===== src/rtl/bcd_to_binary_converter.sv =====
// bcd_to_binary_converter
// Converts a latched 4-digit BCD word into a clamped 16-bit binary value.
// The conversion is iterative: one digit per clock, thousands digit first,
// computing acc = acc*10 + digit.
// The result is valid from the one-cycle done pulse until the next accepted start.
// Optional feature macro: BCD_ERR_DIGIT_EN adds a per-digit invalid flag
// output, err_digit[3:0].
module bcd_to_binary_converter #(
  parameter logic [15:0] MIN_VALUE = 16'd0,
  parameter logic [15:0] MAX_VALUE = 16'd9999
) (
  input  logic            clk,
  input  logic            reset,
  input  logic            start,
  input  logic [3:0][3:0] bcd_digits,
  output logic            ready,
  output logic            busy,
  output logic            done,
  output logic [15:0]     value,
  output logic            error,
  output logic            clamped
`ifdef BCD_ERR_DIGIT_EN
  ,
  output logic [3:0]      err_digit
`endif
);

  typedef enum logic [1:0] {
    IDLE    = 2'd0,
    CONVERT = 2'd1,
    DONE    = 2'd2
  } state_t;

  state_t          state;
  logic [3:0][3:0] latched;
  logic [16:0]     acc;
  logic [1:0]      idx;

  logic [3:0]      digit_bad;
  logic            any_bad;
  logic [3:0]      cur_digit;
  logic [16:0]     acc_step;
  logic [15:0]     final_value;
  logic            final_clamped;

  // A digit is invalid when its nibble lies in the range 10..15.
  genvar gi;
  generate
    for (gi = 0; gi < 4; gi++) begin : g_digit_check
      assign digit_bad[gi] = (latched[gi] > 4'd9);
    end
  endgenerate

  assign any_bad   = |digit_bad;
  assign cur_digit = latched[idx];

  // The worst case, four digits of 15, gives 16665, so 17 bits never wrap.
  assign acc_step  = (acc * 17'd10) + {13'd0, cur_digit};

  // Final result selection: an invalid digit forces MAX_VALUE without flagging
  // a clamp; a valid result outside the range is clamped to the bound it crossed.
  always_comb begin
    final_value   = acc_step[15:0];
    final_clamped = 1'b0;
    if (any_bad) begin
      final_value   = MAX_VALUE;
      final_clamped = 1'b0;
    end else if (acc_step > {1'b0, MAX_VALUE}) begin
      final_value   = MAX_VALUE;
      final_clamped = 1'b1;
    end else if (acc_step < {1'b0, MIN_VALUE}) begin
      final_value   = MIN_VALUE;
      final_clamped = 1'b1;
    end
  end

  // Control FSM with registered status outputs.
  // Result registers change only on the edge that enters DONE.
  always_ff @(posedge clk or posedge reset) begin
    if (reset) begin
      state     <= IDLE;
      ready     <= 1'b1;
      busy      <= 1'b0;
      done      <= 1'b0;
      value     <= 16'd0;
      error     <= 1'b0;
      clamped   <= 1'b0;
      acc       <= 17'd0;
      idx       <= 2'd3;
      latched   <= '0;
`ifdef BCD_ERR_DIGIT_EN
      err_digit <= 4'd0;
`endif
    end else begin
      case (state)
        IDLE, DONE: begin
          done <= 1'b0;
          if (start) begin
            latched <= bcd_digits;
            acc     <= 17'd0;
            idx     <= 2'd3;
            state   <= CONVERT;
            ready   <= 1'b0;
            busy    <= 1'b1;
          end else begin
            state <= IDLE;
            ready <= 1'b1;
            busy  <= 1'b0;
          end
        end
        CONVERT: begin
          acc <= acc_step;
          idx <= idx - 2'd1;
          if (idx == 2'd0) begin
            state     <= DONE;
            done      <= 1'b1;
            busy      <= 1'b0;
            ready     <= 1'b1;
            value     <= final_value;
            error     <= any_bad;
            clamped   <= final_clamped;
`ifdef BCD_ERR_DIGIT_EN
            err_digit <= digit_bad;
`endif
          end
        end
        default: begin
          state <= IDLE;
          ready <= 1'b1;
          busy  <= 1'b0;
          done  <= 1'b0;
        end
      endcase
    end
  end

endmodule

===== config.mk =====
export PLATFORM = sky130hd
export DESIGN_NAME = bcd_to_binary_converter
export DESIGN_NICKNAME = d
export VERILOG_FILES = /design/src/rtl/bcd_to_binary_converter.sv
export SDC_FILE = /design/constraint.sdc
export NUM_CORES = 1
export LEC_CHECK = 0
export ABC_AREA = 1
export CAP_MARGIN = 10
export CORE_MARGIN = 3
export CORE_UTILIZATION = 35
export DETAILED_ROUTE_END_ITERATION = 16
export GPL_ROUTABILITY_DRIVEN = 0
export PLACE_DENSITY = 0.54
export SYNTH_ARGS = -nofsm -noshare
export SYNTH_HDL_FRONTEND = slang
export SYNTH_SLANG_ARGS = --single-unit

===== constraint.sdc =====
create_clock -name clk -period 5 [get_ports clk]
set_clock_uncertainty 0.05 [all_clocks]
set_input_delay 1 -clock clk [delete_from_list [all_inputs] [get_ports clk]]
set_output_delay 1 -clock clk [all_outputs]
set_load 0.02 [all_outputs]

==> results of run 1 <==
[cell families (layout without fill, tap and decap cells)]
logic type      Yosys count  count (layout)  synth area share [%]
compound gates           50              50                  7.95
mux                      16              16                  4.79
simple gates            250             250                  30.9
xor+xnor                  7               7                  1.63
flops                    55              55                  36.7
buf+inv                  66             104                  7.29
fa+ha+maj                31              31                  10.7
[flip-flops by register name, indices dropped and copies added, names as in the netlist]
name / count
acc: 16
busy: 1
clamped: 1
done: 1
error: 1
idx: 2
latched: 16
ready: 1
value: 16
[cell type report]
class | count | area [um^2] | share of cell area [%]
Clock buffer | 6 | 72.6 | 1.66
Clock inverter | 2 | 38.8 | 0.886
Inverter | 56 | 210 | 4.80
Multi-Input combinational cell | 354 | 2110 | 48.1
Sequential cell | 55 | 1380 | 31.5
Tap cell | 136 | 170 | 3.89
Timing Repair Buffer | 40 | 398 | 9.09
[cells in the mapped netlist (2+ instances only)]
cell | count | area, um^2
sky130_fd_sc_hd__inv_2 | 2 | 7.51
sky130_fd_sc_hd__dfrtp_1 | 52 | 1300
sky130_fd_sc_hd__clkbuf_1 | 7 | 26.3
sky130_fd_sc_hd__a21oi_1 | 6 | 30.0
sky130_fd_sc_hd__nand3b_1 | 2 | 15.0
sky130_fd_sc_hd__ha_1 | 29 | 363
sky130_fd_sc_hd__nand4_1 | 2 | 12.5
sky130_fd_sc_hd__nand2_2 | 8 | 50.1
sky130_fd_sc_hd__or2_2 | 8 | 50.1
sky130_fd_sc_hd__nand2_1 | 133 | 499
sky130_fd_sc_hd__xor2_1 | 4 | 35.0
sky130_fd_sc_hd__o21ai_0 | 25 | 125
sky130_fd_sc_hd__a22o_1 | 6 | 52.6
sky130_fd_sc_hd__xnor2_1 | 3 | 26.3
sky130_fd_sc_hd__o22ai_1 | 4 | 25.0
sky130_fd_sc_hd__mux2_2 | 16 | 180
sky130_fd_sc_hd__nand3_1 | 41 | 205
sky130_fd_sc_hd__inv_1 | 50 | 188
sky130_fd_sc_hd__nor2_4 | 4 | 45.0
sky130_fd_sc_hd__fa_1 | 2 | 40.0
sky130_fd_sc_hd__clkinv_1 | 4 | 15.0
sky130_fd_sc_hd__nor2_1 | 36 | 135
sky130_fd_sc_hd__o21bai_1 | 3 | 22.5
sky130_fd_sc_hd__dfstp_2 | 3 | 78.8
sky130_fd_sc_hd__o21a_1 | 2 | 15.0
sky130_fd_sc_hd__nor2_2 | 2 | 12.5
sky130_fd_sc_hd__nand3_2 | 8 | 80.1
sky130_fd_sc_hd__buf_6 | 2 | 22.5
[final timing paths]
kind | startpoint | end | slack, ps | cells past startpoint
max | acc[1] | value[11] | 1560 | 17
min | value[14] | value[14] | 430 | 2
max reg2reg | acc[1] | value[11] | 1560 | 17
min reg2reg | value[14] | value[14] | 430 | 2
max in group asynchronous | reset | idx[0] | 3030 | 3
min in group asynchronous | reset | value[1] | 1010 | 2
[per-layer routing]
layer | routed length (um) | GRT usage, % | vias to the layer above
li1 | - | - | 1610
met1 | 4320 | 21.8 | 1453
met2 | 3890 | 25.2 | 53
met3 | 327 | 2.52 | 12
met4 | 151 | 4.45 | 0
met5 | 0 | 0 | -
[worst max-delay path: stages, from the launching register on]
cell                      delay [ps]
sky130_fd_sc_hd__dfrtp_1         450
sky130_fd_sc_hd__ha_1            320
sky130_fd_sc_hd__ha_1            260
sky130_fd_sc_hd__fa_1            600
sky130_fd_sc_hd__nand2_1         100
sky130_fd_sc_hd__nor2_1           90
sky130_fd_sc_hd__nand2_1          80
sky130_fd_sc_hd__nand2_1          70
sky130_fd_sc_hd__nand2_1          90
sky130_fd_sc_hd__nor2_4          110
sky130_fd_sc_hd__nand2_2          70
sky130_fd_sc_hd__nor2_4          110
sky130_fd_sc_hd__xor2_1          340
sky130_fd_sc_hd__nand2_1          90
sky130_fd_sc_hd__nand3_1          90
sky130_fd_sc_hd__nand2_2         210
sky130_fd_sc_hd__nand3_1         170
sky130_fd_sc_hd__nand2_1          60
[stage by stage]
stage | cells | hold slack (ps) | cell area [um^2]
6_report | 649 | 431 | 4380
5_1_grt | 649 | 472 | 4380
4_1_cts | 649 | 436 | 4380
3_5_place_dp | 641 | 406 | 4260
3_3_place_gp | 641 | 403 | 4260
2_1_floorplan | 475 | 407 | 3760
==> impl_metrics.yaml, run 1 <==
status:
  outcome: "completed"
cells_and_area:
  area_growth_pct: 16.4
  final.fill_count: 1074
  highest_count_cells_in_the_layout_ignoring_fill_and_taps: "sky130_fd_sc_hd__nand2_1, sky130_fd_sc_hd__dfrtp_1, sky130_fd_sc_hd__inv_1, sky130_fd_sc_hd__nand3_1, sky130_fd_sc_hd__clkdlybuf4s50_1"
  finish.net_count: 562
  layout.cells.most_common: "sky130_fd_sc_hd__nand2_1"
  antenna_cells: 0
  final_core_utilization_pct: 42.2
  drive_gt1_share_pct: 12.5
floorplan:
  num_rows: 37
  floorplan.die.height_um: 110
  core_region_area_um2: 10400
  initial_core_util_pct: 36.3
  fp.dieArea_um2: 12000
  floorplan.io_pins: 40
  floorplan.die.width_um: 110
critical_path:
  worstPathArrival_ps: 3620
  timing_worst_setup_path_type: "register to register"
  worst-endpoint-required_ps: 5180
  critical_path.startpoint_type: "register"
  timing.critical_path.to_type: "register"
  critPathMaxFanout: 15
flow_run:
  cap_violations: 0
clock_tree:
  post_cts_hold_buffer_count: 0
  cts_made_buffers: 5
  cts_num_sinks: 55
  clk_transition_reported_paths_ps: 110
  htree_levels: 2
  post_cts_resize_count: 0
  clk_root_buffer_cell: "sky130_fd_sc_hd__clkbuf_8"
  cts_tree: "built"
  clock_tree.buffer_depth: 2
  postCtsSetupBuffers: 0
  clk_latency_worst_skew_pair_ps: 330
sta:
  maxSlewViolCount: 0
  tightestPinTransition_ps: 703
  final.setup.worst_slack_ps: 1560
  max_freq_mhz: 290
  slew_headroom_pct: 53.0
  unrepaired_setup_endpoints_after_global_routing: "no"
  finalHoldViolCount: 0
  min_period_ps: 3440
  finalSetupTns_ps: 0
  min_period_over_period_pct: 68.8
  finalSetupViolCount: 0
global_routing:
  number_of_global_route_vias_before_repair: 3137
  grt_remaining_overflow: 0
  grt_first_pass_wirelength_um: 15100
  global_route.usage.total_pct: 15.7
  antenna_violations_before_repair: 0
  pin_count_of_the_biggest_net_entering_global_routing: 30
synth:
  syn_avg_cell_area_um2: 7.92
  combined_area_of_all_synthesized_cells_um2: 3760
  ys_seq_elements: 55
  synth_edf_count: 0
  synth_cell_type_count: 39
  synth-main-ff-cell: "sky130_fd_sc_hd__dfrtp_1"
  synth.yosys.seq_area_share_pct: 36.7
  ys_async_sr_fraction_pct: 100
  nets_in_the_synthesized_netlist: 525
  postSynthCellCount: 475
  synth-warning-count: 0
placement:
  place.port_buffers: 39
  place_ws_ps: 1560
  post-dp-hpwl_um: 6790
routing:
  antenna_left: 0
  drtIter0Drc: 121
  vias: 3128
  post-route-drc-count: 0
  detail_route.vias_per_cell: 4.82
  wirelength_um: 8700
  drt_first_pass_iters: 4
  routed_wire_length_per_instance_um: 13.4
worst_hold_path:
  worstHoldPathType: "register to register"
Power of run 1 is not shown: default switching activity piles up to over one toggle a cycle in this logic, so the estimate is an artifact.
==> inputs of run 2 (changes only) <==
--- a/config.mk
+++ b/config.mk
@@ -11,7 +11,7 @@
 export CORE_UTILIZATION = 35
 export DETAILED_ROUTE_END_ITERATION = 16
 export GPL_ROUTABILITY_DRIVEN = 0
-export PLACE_DENSITY = 0.54
+export PLACE_DENSITY = 0.56
 export SYNTH_ARGS = -nofsm -noshare
 export SYNTH_HDL_FRONTEND = slang
 export SYNTH_SLANG_ARGS = --single-unit
==> constraint.sdc (replaced) <==
create_clock -name clk -period 2.95 [get_ports clk]
set_clock_uncertainty 0.05 [all_clocks]
set_input_delay 0.59 -clock clk [delete_from_list [all_inputs] [get_ports clk]]
set_output_delay 0.59 -clock clk [all_outputs]
set_load 0.02 [all_outputs]
==> run 2 against run 1 <==
  * Fmax is 16% higher
  * Setup slack got worse by 1600 ps
  * Core utilization increased by 5.3 points
  * Sequential share of layout area fell by 3.5 points
  * Worst hold slack gained 6.3 ps
  * Flip-flop and latch count is the same
  * Non-clock buffer count is 48 higher
  * Critical endpoint is now value[6]
  * Global-route usage grew 1.1 points
  * The flow now finishes with violations (setup timing)
  * First-iteration DRC count is 1.7% higher
  * Clock-buffer cell count is 1 higher
  * Cell count grew 7.7%
  * Die area did not move
==> impl_metrics.yaml, run 2 (synthesis results as in run 1) <==
status:
  outcome: "finished with violations"
  failed_checks: "setup timing"
flow_run:
  cap_violations: 0
clock_tree:
  clk_root_buffer_cell: "sky130_fd_sc_hd__clkbuf_8"
  clock_tree.buffer_depth: 2
  cts_num_sinks: 55
  cts_tree: "built"
  post_cts_hold_buffer_count: 0
  cts_made_buffers: 5
  clk_transition_reported_paths_ps: 100
  htree_levels: 2
  clk_latency_worst_skew_pair_ps: 310
sta:
  unrepaired_setup_endpoints_after_global_routing: "yes"
  finalHoldViolCount: 0
  hold_ws_ps: 437
  finalSetupViolCount: 1
  max_freq_mhz: 338
  min_period_ps: 2960
  slew_headroom_pct: 63.1
  final.setup.worst_slack_ps: -8.35
  maxSlewViolCount: 0
  tightestPinTransition_ps: 553
  min_period_over_period_pct: 100
critical_path:
  crit_family: "simple AND/OR/NAND/NOR gates"
  critical_path.most_common_cell: "sky130_fd_sc_hd__nand2_1"
  worstPathArrival_ps: 3120
  wp_buf_inv: 3
  timing.critical_path.to_type: "register"
  critPathMaxFanout: 7
  timing.critical_path.cells: "ha_4 -> ha_4 -> fa_2 -> nand2_2 -> nor2_2 -> nand2_1 -> buf_4 -> buf_4 -> buf_4 -> nand3_1 -> nand2_1 -> nand3b_1 -> nand2_1 -> nor2_1 -> nand2_1 -> nand3_2 -> nand2_2 -> nand3_1 -> nand2_1"
  critical_path.startpoint_type: "register"
  timing.reg2reg.setup_slack_ps: -8
  slowest_delay_ps: 540
  critical_path.slowest_cell: "sky130_fd_sc_hd__fa_2"
  worst-endpoint-required_ps: 3110
  timing_worst_setup_path_type: "register to register"
routing:
  drtIter0Drc: 123
  detail_route.vias_per_cell: 4.86
  vias: 3398
  antenna_left: 0
  routed_wire_length_per_instance_um: 13.4
  post-route-drc-count: 0
  drt_first_pass_iters: 4
  wirelength_um: 9400
placement:
  place.port_buffers: 39
  numPlacedInstances: 675
  post-dp-hpwl_um: 7050
cells_and_area:
  antenna_cells: 0
  drive_gt1_share_pct: 27.2
  biggestRegsByFlops: "acc: 16 flops, latched: 16 flops, value: 16 flops"
  area_growth_pct: 31.0
  stdcell_count: 699
  layout.cells.most_common: "sky130_fd_sc_hd__nand2_1"
  highest_count_cells_in_the_layout_ignoring_fill_and_taps: "sky130_fd_sc_hd__nand2_1, sky130_fd_sc_hd__dfrtp_1, sky130_fd_sc_hd__inv_1, sky130_fd_sc_hd__buf_4, sky130_fd_sc_hd__clkdlybuf4s50_1"
  finish.net_count: 612
global_routing:
  pin_count_of_the_biggest_net_entering_global_routing: 33
  grt_first_pass_wirelength_um: 16200
  antenna_violations_before_repair: 0
  grt_remaining_overflow: 0
  number_of_global_route_vias_before_repair: 3442
  global_route.usage.total_pct: 16.8
floorplan:
  floorplan.die.width_um: 110
  initial_core_util_pct: 36.3
  floorplan.die.height_um: 110
  core_region_area_um2: 10400
  floorplan.io_pins: 40
  num_rows: 37
  fp.dieArea_um2: 12000
worst_hold_path:
  worstHoldPathType: "register to register"
==> run 2: per-stage QoR <==
step                      TNS, ps  utilization (%)  setup slack, ps  instance area (um^2)
after global placement       -692             44.1             -121                  4570
after detailed placement    -1870             44.1             -196                  4570
after global routing        -3160             47.5             -256                  4920
final                       -8.35             47.5            -8.35                  4920
after floorplan                 0                -             4.91                  3810
after CTS                    -270             46.6            -69.7                  4830
==> run 2: area by class of cell <==
type | count | area, um^2
Multi-Input combinational cell | 356 | 2280
Clock buffer | 7 | 86.3
Sequential cell | 55 | 1380
Tap cell | 136 | 170
Inverter | 56 | 214
Fill cell | 1069 | 5450
Timing Repair Buffer | 88 | 778
Clock inverter | 1 | 8.76
==> run 2: worst paths after layout <==
check | startpoint | to | depth (start not counted)
max in group asynchronous | reset | idx[1] | 3
setup reg to reg | acc[1] | value[6] | 19
setup / recovery | acc[1] | value[6] | 19
min in group asynchronous | reset | value[3] | 2
hold / removal | value[14] | value[14] | 2
hold reg to reg | value[14] | value[14] | 2
==> run 2: timing repair <==
item                       4_1_cts  5_1_grt
resized for setup               19       24
setup endpoints to repair       15       20
hold endpoints to repair         0        0
buffers inserted                11        3
pin swaps                       13        9
cloned                           2        0
==> run 2: per-layer routing <==
| metal | global-route usage (%) | wire, um | up-vias |
|---|---|---|---|
| li1 | - | - | 1715 |
| met1 | 22.4 | 4370 | 1621 |
| met2 | 29.2 | 4630 | 52 |
| met3 | 2.17 | 303 | 10 |
| met4 | 3.21 | 92 | 0 |
| met5 | 0 | 0 | - |
==> run 2: tightest hold or removal path: stages (launching register included) <==
cell and delay (ps):
sky130_fd_sc_hd__dfrtp_1 370, sky130_fd_sc_hd__nand2_1 50, sky130_fd_sc_hd__inv_1 40
Power of run 2 is left out for the same reason.
==> inputs of run 3 (changes only) <==
--- a/config.mk
+++ b/config.mk
@@ -7,11 +7,11 @@
 export LEC_CHECK = 0
 export ABC_AREA = 1
 export CAP_MARGIN = 10
-export CORE_MARGIN = 3
-export CORE_UTILIZATION = 35
+export CORE_MARGIN = 2
+export CORE_UTILIZATION = 52
 export DETAILED_ROUTE_END_ITERATION = 16
 export GPL_ROUTABILITY_DRIVEN = 0
-export PLACE_DENSITY = 0.56
+export PLACE_DENSITY = 0.77
 export SYNTH_ARGS = -nofsm -noshare
 export SYNTH_HDL_FRONTEND = slang
 export SYNTH_SLANG_ARGS = --single-unit
==> run 3 against run 2 <==
  * The flow still finishes with violations (setup timing)
  * Cell count shrank 6.6%
  * Sequential share of layout area grew 0.28 points
  * Non-clock buffer count shrank 6
  * Highest routed layer unchanged
==> impl_metrics.yaml, run 3 (synthesis results as in run 1) <==
critical_path:
  timing.critical_path.to_type: "register"
  timing_worst_setup_path_type: "register to register"
  slowest_delay_ps: 540
  crit_family: "simple AND/OR/NAND/NOR gates"
  worst-endpoint-required_ps: 3120
  critical_path.startpoint_type: "register"
  timing.critical_path.cells: "ha_4 -> ha_4 -> fa_2 -> nand2_2 -> nor2_1 -> nand2_1 -> nand2_1 -> nand2_2 -> nor2_4 -> buf_4 -> xor2_2 -> nand2_1 -> nor2_1 -> nand2_1 -> nand3_4 -> nand2_4 -> nand3_1 -> nand2_1"
  worstPathArrival_ps: 3190
  critPathMaxFanout: 7
  critical_path.most_common_cell: "sky130_fd_sc_hd__nand2_1"
  critical_path.slowest_cell: "sky130_fd_sc_hd__fa_2"
  wp_buf_inv: 1
routing:
  vias: 3531
  met3_length_um: 435
  detail_route.vias_per_cell: 5.41
  drtIter0Drc: 257
  wirelength_um: 9880
  antenna_left: 0
  routed_wire_length_per_instance_um: 15.1
  met1_length_um: 4260
  post-route-drc-count: 0
  topRoutingLayerUsed: "met4"
  drt_first_pass_iters: 5
  met2RoutedLength_um: 5040
cells_and_area:
  drive_gt1_share_pct: 26.8
  finish.net_count: 606
  final.fill_count: 526
  antenna_cells: 0
  final_core_utilization_pct: 70.5
  register_area_um2: 1380
  multi_input_comb_area_um2: 2350
  highest_count_cells_in_the_layout_ignoring_fill_and_taps: "sky130_fd_sc_hd__nand2_1, sky130_fd_sc_hd__dfrtp_1, sky130_fd_sc_hd__inv_1, sky130_fd_sc_hd__buf_4, sky130_fd_sc_hd__clkdlybuf4s50_1"
  area_growth_pct: 29.6
  layout.cells.most_common: "sky130_fd_sc_hd__nand2_1"
  biggestRegsByFlops: "acc: 16 flops, latched: 16 flops, value: 16 flops"
global_routing:
  antenna_violations_before_repair: 0
  number_of_global_route_vias_before_repair: 3436
  grt_remaining_overflow: 0
  grt_first_pass_wirelength_um: 15900
  global_route.usage.total_pct: 25.5
  pin_count_of_the_biggest_net_entering_global_routing: 32
placement:
  place_ws_ps: -125
  post-dp-hpwl_um: 6860
  place.port_buffers: 39
clock_tree:
  clk_root_buffer_cell: "sky130_fd_sc_hd__clkbuf_8"
  cts_num_sinks: 55
  clk_transition_reported_paths_ps: 110
  clk_latency_worst_skew_pair_ps: 320
  cts_made_buffers: 5
  htree_levels: 2
  clock_tree.buffer_depth: 2
  post_cts_hold_buffer_count: 0
  cts_tree: "built"
status:
  failed_checks: "setup timing"
  outcome: "finished with violations"
flow_run:
  cap_violations: 0
sta:
  slew_headroom_pct: 55.3
  finalHoldViolCount: 0
  tightestPinTransition_ps: 669
  max_freq_mhz: 331
  finalSetupTns_ps: -457
  unrepaired_setup_endpoints_after_global_routing: "yes"
  min_period_over_period_pct: 102
  final.setup.worst_slack_ps: -69.2
  finalSetupViolCount: 15
  min_period_ps: 3020
  maxSlewViolCount: 0
floorplan:
  initial_core_util_pct: 54.4
  core_region_area_um2: 6910
  floorplan.die.height_um: 89.0
  floorplan.die.width_um: 89.0
  num_rows: 30
  fp.dieArea_um2: 7930
  floorplan.io_pins: 40
worst_hold_path:
  worstHoldPathType: "register to register"
## run 3: changes by cell type in the layout (fill, tap and decap cells not counted), moves of 3 or more
cell                      before  now
sky130_fd_sc_hd__nor2_2        6    3
sky130_fd_sc_hd__nand3_1      34   30
sky130_fd_sc_hd__ha_2          5    2
sky130_fd_sc_hd__nor2_1       32   35
sky130_fd_sc_hd__buf_4        46   42
sky130_fd_sc_hd__nand3_2      15   18
sky130_fd_sc_hd__ha_1         20   23
## run 3: worst reg2reg max path, stage by stage, from the launching register on
cell and delay [ps]:
sky130_fd_sc_hd__dfrtp_1 420, sky130_fd_sc_hd__ha_4 250, sky130_fd_sc_hd__ha_4 160, sky130_fd_sc_hd__fa_2 540, sky130_fd_sc_hd__nand2_2 60, sky130_fd_sc_hd__nor2_1 80
sky130_fd_sc_hd__nand2_1 70, sky130_fd_sc_hd__nand2_1 70, sky130_fd_sc_hd__nand2_2 70, sky130_fd_sc_hd__nor2_4 120, sky130_fd_sc_hd__buf_4 140, sky130_fd_sc_hd__xor2_2 160
sky130_fd_sc_hd__nand2_1 70, sky130_fd_sc_hd__nor2_1 100, sky130_fd_sc_hd__nand2_1 100, sky130_fd_sc_hd__nand3_4 140, sky130_fd_sc_hd__nand2_4 110, sky130_fd_sc_hd__nand3_1 120
sky130_fd_sc_hd__nand2_1 70
## run 3: final timing paths
kind | from | cells after the start | slack [ps] | end
setup reg to reg | acc[1] | 18 | -70 | value[4]
max in group asynchronous | reset | 3 | 1490 | idx[0]
min in group asynchronous | reset | 2 | 650 | value[8]
hold / removal | value[15] | 2 | 430 | value[15]
setup / recovery | acc[1] | 18 | -70 | value[4]
hold reg to reg | value[15] | 2 | 430 | value[15]
## run 3: cell type report
cell class,instances,area share (%)
Multi-Input combinational cell,356,48.3
Sequential cell,55,28.4
Timing Repair Buffer,82,14.7
Inverter,56,4.47
Tap cell,96,2.47
Clock buffer,6,1.49
Clock inverter,2,0.257
## run 3: metal layers
metal,up-vias,GRT usage [%]
li1,1699,-
met3,16,2.86
met5,-,0
met4,0,6.24
met1,1698,34.0
met2,118,44.8
## run 3: timing repair
action / 4_1_cts / 5_1_grt
gates resized for setup: 26 / 24
setup buffers: 9 / 6
gates cloned: 2 / 0
pin swaps: 22 / 22
setup endpoints to repair: 15 / 17
## run 3: stage by stage
step	cells	hold WS, ps	instance area, um^2
after global routing	653	440	4870
after floorplan	475	407	3810
final	653	429	4870
after detailed placement	628	407	4460
after CTS	647	429	4730
after global placement	628	401	4460
Power of run 3 is left out for the same reason.
